$ cat src/rtl/ual_pkg.sv
// ual_pkg: shared definitions for the bit-serial ALU sequencer.
//   - ALU op codes (3-bit), slice function selects (2-bit)
//   - FSM state encoding
//   - op_decode(): maps an ALU op to the slice control bits
// No ports (package).
package ual_pkg;

    localparam logic [2:0] UAL_AND = 3'd0;
    localparam logic [2:0] UAL_OR  = 3'd1;
    localparam logic [2:0] UAL_ADD = 3'd2;
    localparam logic [2:0] UAL_SUB = 3'd3;
    localparam logic [2:0] UAL_SLT = 3'd4;
    localparam logic [2:0] UAL_NOR = 3'd5;

    localparam logic [1:0] SEL_AND = 2'b00;
    localparam logic [1:0] SEL_OR  = 2'b01;
    localparam logic [1:0] SEL_ADD = 2'b10;
    localparam logic [1:0] SEL_SET = 2'b11;

    typedef enum logic [1:0] {
        StIdle = 2'd0,
        StRun  = 2'd1,
        StDone = 2'd2
    } state_e;

    typedef struct packed {
        logic       inva;
        logic       invb;
        logic       ci0;
        logic [1:0] sel;
    } slice_ctrl_t;

    function automatic slice_ctrl_t op_decode(input logic [2:0] op);
        slice_ctrl_t c;
        c = '{inva: 1'b0, invb: 1'b0, ci0: 1'b0, sel: SEL_SET};
        case (op)
            UAL_AND: c.sel = SEL_AND;
            UAL_OR:  c.sel = SEL_OR;
            UAL_ADD: c.sel = SEL_ADD;
            UAL_SUB, UAL_SLT: begin
                c.invb = 1'b1;
                c.ci0  = 1'b1;
                c.sel  = SEL_ADD;
            end
            // NOR via De Morgan: ~a & ~b
            UAL_NOR: begin
                c.inva = 1'b1;
                c.invb = 1'b1;
                c.sel  = SEL_AND;
            end
            default: c.sel = SEL_SET;
        endcase
        return c;
    endfunction

endpackage

$ cat src/rtl/ual_serial_seq_if.sv
// ual_serial_seq_if: request/result bundle of the bit-serial ALU sequencer.
//   start, op, a, b       : requester -> sequencer
//   busy, done, result,
//   zero, ovf             : sequencer -> requester (ovf only with UAL_SER_OVF_EN)
// Modports: master (requester), slave (sequencer).
interface ual_serial_seq_if #(
    parameter int unsigned WIDTH = 32
);
    logic             start;
    logic [2:0]       op;
    logic [WIDTH-1:0] a;
    logic [WIDTH-1:0] b;
    logic             busy;
    logic             done;
    logic [WIDTH-1:0] result;
    logic             zero;
`ifdef UAL_SER_OVF_EN
    logic             ovf;
`endif

    modport master (
        output start, op, a, b,
        input  busy, done, result, zero
`ifdef UAL_SER_OVF_EN
        , input ovf
`endif
    );

    modport slave (
        input  start, op, a, b,
        output busy, done, result, zero
`ifdef UAL_SER_OVF_EN
        , output ovf
`endif
    );

endinterface

$ cat src/rtl/ual_serial_seq_slice.sv
// ual1: one-bit ALU slice.
//   a_i, b_i        operand bits
//   inva_i, invb_i  operand inversion
//   ci_i            carry in
//   set_i           value passed through when sel_i == SEL_SET
//   sel_i           function select (AND / OR / ADD / SET)
//   f_o             selected function output
//   co_o            adder carry out
//   sgn_o           adder sum bit (used as sign at the MSB)
module ual1
    import ual_pkg::*;
(
    input  logic       a_i,
    input  logic       b_i,
    input  logic       inva_i,
    input  logic       invb_i,
    input  logic       ci_i,
    input  logic       set_i,
    input  logic [1:0] sel_i,
    output logic       f_o,
    output logic       co_o,
    output logic       sgn_o
);
    logic ai, bi, sum;

    assign ai    = a_i ^ inva_i;
    assign bi    = b_i ^ invb_i;
    assign sum   = ai ^ bi ^ ci_i;
    assign co_o  = (ai & bi) | (ai & ci_i) | (bi & ci_i);
    assign sgn_o = sum;

    always_comb begin
        f_o = 1'b0;
        unique case (sel_i)
            SEL_AND: f_o = ai & bi;
            SEL_OR:  f_o = ai | bi;
            SEL_ADD: f_o = sum;
            SEL_SET: f_o = set_i;
            default: f_o = 1'b0;
        endcase
    end

endmodule

$ cat src/rtl/ual_serial_seq.sv
// ual_serial_seq: bit-serial ALU sequencer. Runs one ual1 slice for WIDTH
// cycles, LSB first, and assembles a WIDTH-bit result plus flags.
//   clk    rising-edge clock
//   rst_n  asynchronous active-low reset
//   bus    ual_serial_seq_if.slave (start/op/a/b in; busy/done/result/zero/ovf out)
// Optional: define UAL_SER_OVF_EN to add the signed-overflow flag (bus.ovf).
module ual_serial_seq
    import ual_pkg::*;
#(
    parameter int unsigned WIDTH = 32
) (
    input  logic                  clk,
    input  logic                  rst_n,
    ual_serial_seq_if.slave       bus
);
    localparam int unsigned        CNT_W    = $clog2(WIDTH);
    localparam logic [CNT_W-1:0]   IDX_LAST = CNT_W'(WIDTH - 1);

    state_e           state_q;
    logic [WIDTH-1:0] a_sh_q, b_sh_q, res_sh_q, result_q;
    logic [WIDTH-1:0] result_d;
    logic [2:0]       op_q;
    logic [CNT_W-1:0] idx_q;
    logic             carry_q, cin_msb_q, cout_msb_q, sum_msb_q;
    logic             busy_q, done_q, zero_q;
    slice_ctrl_t      run_ctrl, start_ctrl;
    logic             f, co, sgn;
`ifdef UAL_SER_OVF_EN
    logic             ovf_q, ovf_d;
`endif

    assign run_ctrl   = op_decode(op_q);
    assign start_ctrl = op_decode(bus.op);

    ual1 u_slice (
        .a_i    (a_sh_q[0]),
        .b_i    (b_sh_q[0]),
        .inva_i (run_ctrl.inva),
        .invb_i (run_ctrl.invb),
        .ci_i   (carry_q),
        .set_i  (1'b0),
        .sel_i  (run_ctrl.sel),
        .f_o    (f),
        .co_o   (co),
        .sgn_o  (sgn)
    );

    // SLT: true sign of a-b is the MSB sum bit corrected by the overflow term.
    always_comb begin
        result_d = res_sh_q;
        if (op_q == UAL_SLT) begin
            result_d = {{(WIDTH-1){1'b0}}, sum_msb_q ^ (cin_msb_q ^ cout_msb_q)};
        end
    end

`ifdef UAL_SER_OVF_EN
    assign ovf_d = ((op_q == UAL_ADD) || (op_q == UAL_SUB)) & (cin_msb_q ^ cout_msb_q);
`endif

    always_ff @(posedge clk or negedge rst_n) begin
        if (!rst_n) begin
            state_q    <= StIdle;
            a_sh_q     <= '0;
            b_sh_q     <= '0;
            res_sh_q   <= '0;
            result_q   <= '0;
            op_q       <= UAL_AND;
            idx_q      <= '0;
            carry_q    <= 1'b0;
            cin_msb_q  <= 1'b0;
            cout_msb_q <= 1'b0;
            sum_msb_q  <= 1'b0;
            busy_q     <= 1'b0;
            done_q     <= 1'b0;
            zero_q     <= 1'b1;
`ifdef UAL_SER_OVF_EN
            ovf_q      <= 1'b0;
`endif
        end else begin
            done_q <= 1'b0;
            unique case (state_q)
                StIdle: begin
                    if (bus.start) begin
                        a_sh_q  <= bus.a;
                        b_sh_q  <= bus.b;
                        op_q    <= bus.op;
                        idx_q   <= '0;
                        carry_q <= start_ctrl.ci0;
                        busy_q  <= 1'b1;
                        state_q <= StRun;
                    end
                end
                StRun: begin
                    res_sh_q <= {f, res_sh_q[WIDTH-1:1]};
                    carry_q  <= co;
                    a_sh_q   <= a_sh_q >> 1;
                    b_sh_q   <= b_sh_q >> 1;
                    if (idx_q == IDX_LAST) begin
                        cin_msb_q  <= carry_q;
                        cout_msb_q <= co;
                        sum_msb_q  <= sgn;
                        state_q    <= StDone;
                    end else begin
                        idx_q <= idx_q + CNT_W'(1);
                    end
                end
                StDone: begin
                    result_q <= result_d;
                    zero_q   <= (result_d == '0);
`ifdef UAL_SER_OVF_EN
                    ovf_q    <= ovf_d;
`endif
                    done_q   <= 1'b1;
                    busy_q   <= 1'b0;
                    state_q  <= StIdle;
                end
                default: state_q <= StIdle;
            endcase
        end
    end

    assign bus.busy   = busy_q;
    assign bus.done   = done_q;
    assign bus.result = result_q;
    assign bus.zero   = zero_q;
`ifdef UAL_SER_OVF_EN
    assign bus.ovf    = ovf_q;
`endif

endmodule

$ cat src/flat_wrapper.sv
// flat-port wrapper written by rule: the top's interface ports become plain ports
module ual_serial_seq_flat import ual_pkg::*;
#(
    parameter int unsigned WIDTH = 32
)
  (clk, rst_n, bus_start, bus_op, bus_a, bus_b, bus_busy, bus_done, bus_result, bus_zero);
  ual_serial_seq_if #(.WIDTH(WIDTH)) bus_i ();
  input  logic clk;
  input  logic rst_n;
  input wire logic [$bits(bus_i.start)-1:0] bus_start;
  input wire logic [$bits(bus_i.op)-1:0] bus_op;
  input wire logic [$bits(bus_i.a)-1:0] bus_a;
  input wire logic [$bits(bus_i.b)-1:0] bus_b;
  output wire logic [$bits(bus_i.busy)-1:0] bus_busy;
  output wire logic [$bits(bus_i.done)-1:0] bus_done;
  output wire logic [$bits(bus_i.result)-1:0] bus_result;
  output wire logic [$bits(bus_i.zero)-1:0] bus_zero;
  assign bus_i.start = bus_start;
  assign bus_i.op = bus_op;
  assign bus_i.a = bus_a;
  assign bus_i.b = bus_b;
  assign bus_busy = bus_i.busy;
  assign bus_done = bus_i.done;
  assign bus_result = bus_i.result;
  assign bus_zero = bus_i.zero;
  ual_serial_seq #(.WIDTH(WIDTH)) u_core (.clk(clk), .rst_n(rst_n), .bus(bus_i));
endmodule
$ cat config.mk
export PLATFORM = sky130hd
export DESIGN_NAME = ual_serial_seq_flat
export DESIGN_NICKNAME = d
export VERILOG_FILES = /design/src/rtl/ual_pkg.sv /design/src/rtl/ual_serial_seq_if.sv /design/src/rtl/ual_serial_seq_slice.sv /design/src/rtl/ual_serial_seq.sv /design/src/flat_wrapper.sv
export SDC_FILE = /design/constraint.sdc
export NUM_CORES = 1
export LEC_CHECK = 0
export CAP_MARGIN = 5
export CORE_MARGIN = 4
export CORE_UTILIZATION = 45
export DETAILED_ROUTE_END_ITERATION = 8
export PLACE_DENSITY = 0.72
export REMOVE_ABC_BUFFERS = 1
export SLEW_MARGIN = 40
export SYNTH_ARGS = -nofsm -noshare
export SYNTH_HDL_FRONTEND = slang
export SYNTH_SLANG_ARGS = --single-unit
$ cat constraint.sdc
create_clock -name clk -period 1.89 [get_ports clk]
set_input_delay 0.4725 -clock clk [delete_from_list [all_inputs] [get_ports clk]]
set_output_delay 0.4725 -clock clk [all_outputs]
set_load 0.005 [all_outputs]
==> flow_summary.yaml, run 1 <==
status:
  outcome: "complete, but fails checks"
  violations: "setup timing"
finish:
  area_growth_pct: 30.3
  final_nets: 822
  finalNonFillerCells: 940
  final_cell_mix: "225 x nand2_1, 144 x dfrtp_1, 102 x clkdlybuf4s50_1"
  nFillCells: 1177
  n_antenna_cell: 0
  drive_gt1_frac: 0.0895
  final_common_cell: "nand2_1"
  final_util: 0.597
floorplanning:
  die_h_um: 127
  pin_count: 105
  core_mm2: 0.0139
  die_area_mm2: 0.0161
  start_util: 0.458
  rows: 43
  die_w_um: 127
sta:
  slew-limit-headroom: 0.673
  setup_viol: 1
  finalWorstSetupSlack_ns: -0.189
  timing.final.crit_share: 1.10
  tightest_slew_ns: 0.490
  tns_ns: -0.189
  rsz0062_at_grt: "yes"
  slew_violations: 0
  fmax_mhz: 481
  skew_ns: 0.00728
  hold_violations: 0
  fin_crit_ns: 2.08
cts:
  cts_hold_buffers: 0
  path_clk_slew_ns: 0.06
  cts_buffers: 17
  cts-root-buf: "clkbuf_16"
  h-tree-depth: 4
  cts_sinks: 145
  cts_tree: "yes"
  cts.path.max_buffers: 2
  clkLatencyLatePin_ns: 0.42
routing:
  via_per_inst: 5.09
  dr_wl_met2_mm: 6.73
  final_antenna_net_count: 0
  met3_length_um: 873
  routed_wl_mm: 13.9
  drt_iter0_markers: 335
  highest_layer: "met4"
  vias: 4783
  m1WireLength_mm: 6.01
  wire_per_inst_um: 14.7
  drc: 0
  drt_first_pass_iters: 5
synthesis:
  synth_ff_type: "dfrtp_1"
  yosysSeqAreaShare: 0.571
  synth-edff-count: 0
  synth.avg_cell_area_um2: 9.91
  synthArstFlopShare: 1.00
  synth_seq_cells: 145
  yosys-top-cells-area: "dfrtp_1 57%, nand2_1 13%, mux2i_1 9.9%"
  synthCells: 642
  syn_area_mm2: 0.00636
  yosysTopAreaCellShare: 0.566
  yosys_warnings: 0
  synth_top_area_cell: "dfrtp_1"
  synthDistinctLibCells: 41
global_routing:
  antenna_found_initial: 0
  grt_pass1_vias: 5031
  grt_max_degree: 73
  grt_use_total: 0.183
  grt_pass1_wl_mm: 23.8
  globalRoute.totalOverflow: 0
placement:
  gp_congestion: 0.795
  dp.cells: 906
  place_hpwl_mm: 9.41
  io_buffers: 104
  pre_cts_ws_ns: -0.267
power_and_ir_drop:
  ir_drop_v: 0.000638
  power_density_mw_per_mm2: 1460
  total_leakage_power_uw: 0.00423
critical_path:
  rr_startpoint: "u_core.op_q[1]"
  critPathLaunchType: "flip-flop"
  critPathLaunch: "u_core.op_q[1]"
  crit_path_end_kind: "flip-flop"
  critPathRequiredTime_ns: 2.24
  crit_type: "reg -> reg"
  crit_fanout: 5
  arrival_ns: 2.43
job:
  maxCapViolCount: 0
hold_path:
  hold_class: "in -> async"
## layer usage
| metal | global-route usage | up-vias |
|---|---|---|
| met5 | 0 | - |
| met4 | 0.0599 | 0 |
| met3 | 0.0552 | 29 |
| met2 | 0.308 | 140 |
| met1 | 0.225 | 2268 |
| li1 | - | 2346 |
## cell usage after synthesis, types with 3 or more instances
cell type,number
dfrtp_1,144
nor2b_1,3
o21ai_0,62
o21ai_1,5
nor4_1,8
mux2_2,4
ha_1,4
buf_4,15
inv_1,6
nand2_1,225
mux2i_1,63
a21oi_1,4
a22o_1,5
nor2_1,9
buf_2,10
buf_6,3
clkbuf_1,13
nand3_1,32
## what timing repair did
action                     in CTS  in global routing
setup buffers                   2                  0
gates resized for setup         2                  2
setup endpoints to repair       2                  3
hold endpoints to repair        0                  0
pin swaps                       4                  1
## flip-flops by register name, indices dropped and copies added (netlist names)
name,flops
u_core.a_sh_q,32
u_core.b_sh_q,32
u_core.bus.result,32
u_core.res_sh_q,32
u_core.idx_q,5
u_core.op_q,3
u_core.state_q,2
u_core.bus.busy,1
u_core.bus.done,1
u_core.bus.zero,1
u_core.carry_q,1
u_core.cin_msb_q,1
u_core.cout_msb_q,1
u_core.sum_msb_q,1
## report_power, final
part	internal [µW]	switching [µW]	leakage, µW	total (µW)
combinational	1790	1900	0.00203	3690
clock	2260	1240	0.000309	3500
sequential	4170	783	0.00188	4960
## critical path, stage by stage, from the launching register on
cell and delay, ns:
dfrtp_1 0.41, nand2_1 0.09, mux2i_1 0.16, xor2_1 0.20
inv_1 0.10, fa_1 0.47, nor2b_1 0.15, nor3_1 0.07
a211o_1 0.24, a21oi_2 0.12
## worst paths after layout
path	end	cells after the start	slack [ns]
worst max-delay path	u_core.res_sh_q[31]	9	-0.19
worst min-delay path	u_core.bus.result[1]	1	0.01
worst max register to register	u_core.res_sh_q[31]	9	-0.19
worst min register to register	u_core.bus.result[30]	2	0.46
max in group asynchronous	u_core.b_sh_q[5]	2	1.32
min in group clk	u_core.bus.result[30]	2	0.46
## cells by family after synthesis
kind of cell / Yosys count / share of synthesized area
multiplexers: 67 / 0.106
flip-flops: 145 / 0.571
AND/OR/NAND/NOR: 289 / 0.189
buffers and inverters: 48 / 0.0427
AO/OA/AOI/OAI: 84 / 0.0732
XOR/XNOR: 4 / 0.00767
adder cells (fa/ha/maj): 5 / 0.0110
## final cells by class
class / count / area (µm²) / share of cell area
flip-flops and latches: 145 / 3630 / 0.438
multi-input cells: 449 / 2490 / 0.300
repair buffers: 127 / 1300 / 0.157
clock buffers: 20 / 457 / 0.0551
well taps: 180 / 225 / 0.0272
clock inverters: 12 / 163 / 0.0196
inverters: 7 / 26.3 / 0.00317
## per-stage QoR
step                      cell area [µm²]  total power (µW)  hold slack, ns
after CTS                            8290             12200         0.00212
after global placement               7650              8270           0.447
after floorplan                      6120              7040           0.177
after detailed placement             7650              8540           0.450
final                                8290             12100          0.0131
after global routing                 8290             13000          0.0369
Power figures use the tool's default switching activity.
==> run 2, diff against run 1 <==
--- a/config.mk
+++ b/config.mk
@@ -6,8 +6,10 @@
 export NUM_CORES = 1
 export LEC_CHECK = 0
 export CAP_MARGIN = 5
+export CORE_ASPECT_RATIO = 0.6
 export CORE_MARGIN = 4
 export CORE_UTILIZATION = 45
+export CTS_CLUSTER_SIZE = 10
 export DETAILED_ROUTE_END_ITERATION = 8
 export PLACE_DENSITY = 0.72
 export REMOVE_ABC_BUFFERS = 1
==> run 2 against run 1 <==
  * The run still ends with setup timing left
  * Combinational power up 9.2%
  * Core utilization grew 1.6 points
  * Die area grew 0.39%
  * Largest cell class unchanged
  * Largest power group unchanged
  * Highest routed layer unchanged
==> flow_summary.yaml, run 2 (synthesized netlist as in run 1, its figures left out) <==
placement:
  dp.cells: 926
  place_hpwl_mm: 10.0
  gp_congestion: 0.784
  io_buffers: 104
critical_path:
  critical_path_buf_inv_count: 1
  reg2reg_slack_ns: -0.22
  rr_worst_depth: 8
  critPathLaunchType: "flip-flop"
  rr_startpoint: "u_core.op_q[2]"
  critPathRequiredTime_ns: 2.23
  slowest_stage: "fa_1"
  arrival_ns: 2.45
  cp.depth: 8
  critPathLaunch: "u_core.op_q[2]"
  slowest_delay_ns: 0.46
  crit_type: "reg -> reg"
  crit_path_end_kind: "flip-flop"
  crit_end: "u_core.res_sh_q[31]"
  r2r-end: "u_core.res_sh_q[31]"
  crit_fanout: 2
  crit_chain: "mux2i_1 > xor2_1 > inv_1 > fa_1 > nor2b_1 > nor3_1 > a211o_1 > a21oi_2"
  cp_top_family: "adder cells"
routing:
  final_antenna_net_count: 0
  routed_wl_mm: 14.5
  drc: 0
  wire_per_inst_um: 15.0
  via_per_inst: 4.99
  drt_first_pass_iters: 5
  vias: 4805
  drt_iter0_markers: 329
global_routing:
  grt_use_total: 0.186
  grt_pass1_wl_mm: 24.3
  grt_max_degree: 86
  grt_pass1_vias: 4805
  globalRoute.totalOverflow: 0
  antenna_found_initial: 0
cts:
  cts_tree: "yes"
  cts.path.max_buffers: 2
  cts-root-buf: "clkbuf_16"
  h-tree-depth: 4
  clkLatencyLatePin_ns: 0.42
  cts_buffers: 17
  cts_sinks: 145
  path_clk_slew_ns: 0.06
sta:
  tightest_slew_ns: 0.683
  skew_ns: 0.0171
  hold_violations: 0
  finalWorstSetupSlack_ns: -0.221
  slew-limit-headroom: 0.540
  rsz0062_at_grt: "yes"
  fin_crit_ns: 2.11
  slew_violations: 0
  timing.final.crit_share: 1.12
  fmax_mhz: 474
  setup_viol: 1
finish:
  area_growth_pct: 32.5
  final_common_cell: "nand2_1"
  finalNonFillerCells: 962
  final_util: 0.613
  drive_gt1_frac: 0.0974
  nFillCells: 1113
  n_antenna_cell: 0
  final_cell_mix: "225 x nand2_1, 144 x dfrtp_1, 102 x clkdlybuf4s50_1"
  final_nets: 832
floorplanning:
  die_w_um: 162
  start_util: 0.463
  die_area_mm2: 0.0162
  core_mm2: 0.0137
  pin_count: 105
  rows: 33
  die_h_um: 100
status:
  violations: "setup timing"
  outcome: "complete, but fails checks"
power_and_ir_drop:
  power_density_mw_per_mm2: 1480
  total_leakage_power_uw: 0.00427
  ir_drop_v: 0.000702
hold_path:
  hold_class: "reg -> reg"
job:
  maxCapViolCount: 0
==> run 2: through the flow <==
step                cell area (µm²)  setup TNS [ns]  hold slack, ns  total power [µW]  setup slack [ns]
floorplan                      6120         -451.68           0.177              7040             -4.80
global placement               7760         -0.0983           0.411              8560           -0.0498
CTS                            8410          -0.146           0.469             12500            -0.146
finish                         8430          -0.221           0.465             12500            -0.221
global route                   8430          -0.271           0.496             13300            -0.250
detailed placement             7760          -0.316           0.419              8850            -0.181
==> run 2: worst min-delay path by stage <==
stage	start	end	cells after the start
global placement	rst_n	u_core.res_sh_q[15]	1
global route	u_core.bus.result[19]	u_core.bus.result[19]	2
floorplan	rst_n	u_core.a_sh_q[0]	0
detailed placement	rst_n	u_core.res_sh_q[15]	1
finish	u_core.bus.result[16]	u_core.bus.result[16]	2
CTS	u_core.bus.result[16]	u_core.bus.result[16]	2
==> run 2: layer usage <==
metal  routed length [µm]  global-route usage
met1                 7010               0.276
met2                 6570               0.280
met3                  783              0.0447
met4                   93              0.0426
met5                    0                   0
==> run 2: layout make-up <==
cell class / instances / area [µm²] / area share
clock buffer: 22 / 454 / 0.0539
clock inverter: 10 / 161 / 0.0191
inverter: 7 / 26.3 / 0.00312
sequential: 145 / 3630 / 0.431
timing repair buffer: 137 / 1420 / 0.169
tap: 192 / 240 / 0.0285
multi-input combinational: 449 / 2490 / 0.296
==> run 2: power breakdown <==
group / internal, µW / total, µW / switching [µW] / leakage, µW
clock network: 2250 / 3530 / 1280 / 0.000291
registers: 4170 / 4950 / 776 / 0.00188
logic: 1990 / 4030 / 2040 / 0.00210
total: 8410 / 12500 / 4100 / 0.00427
==> run 2: worst register-to-register path, stage by stage (launching register included) <==
cell	delay, ns
dfrtp_1	0.39
mux2i_1	0.25
xor2_1	0.24
inv_1	0.11
fa_1	0.46
nor2b_1	0.12
nor3_1	0.06
a211o_1	0.28
a21oi_2	0.12
==> run 2: timing repair <==
| item | CTS | global route |
|---|---|---|
| hold endpoints to repair | 36 | 0 |
| pin swaps | 2 | 3 |
| setup endpoints to repair | 2 | 3 |
| hold buffers | 1 | 0 |
| setup buffers | 2 | 1 |
| resized for setup | 2 | 4 |
| gates cloned | 0 | 0 |
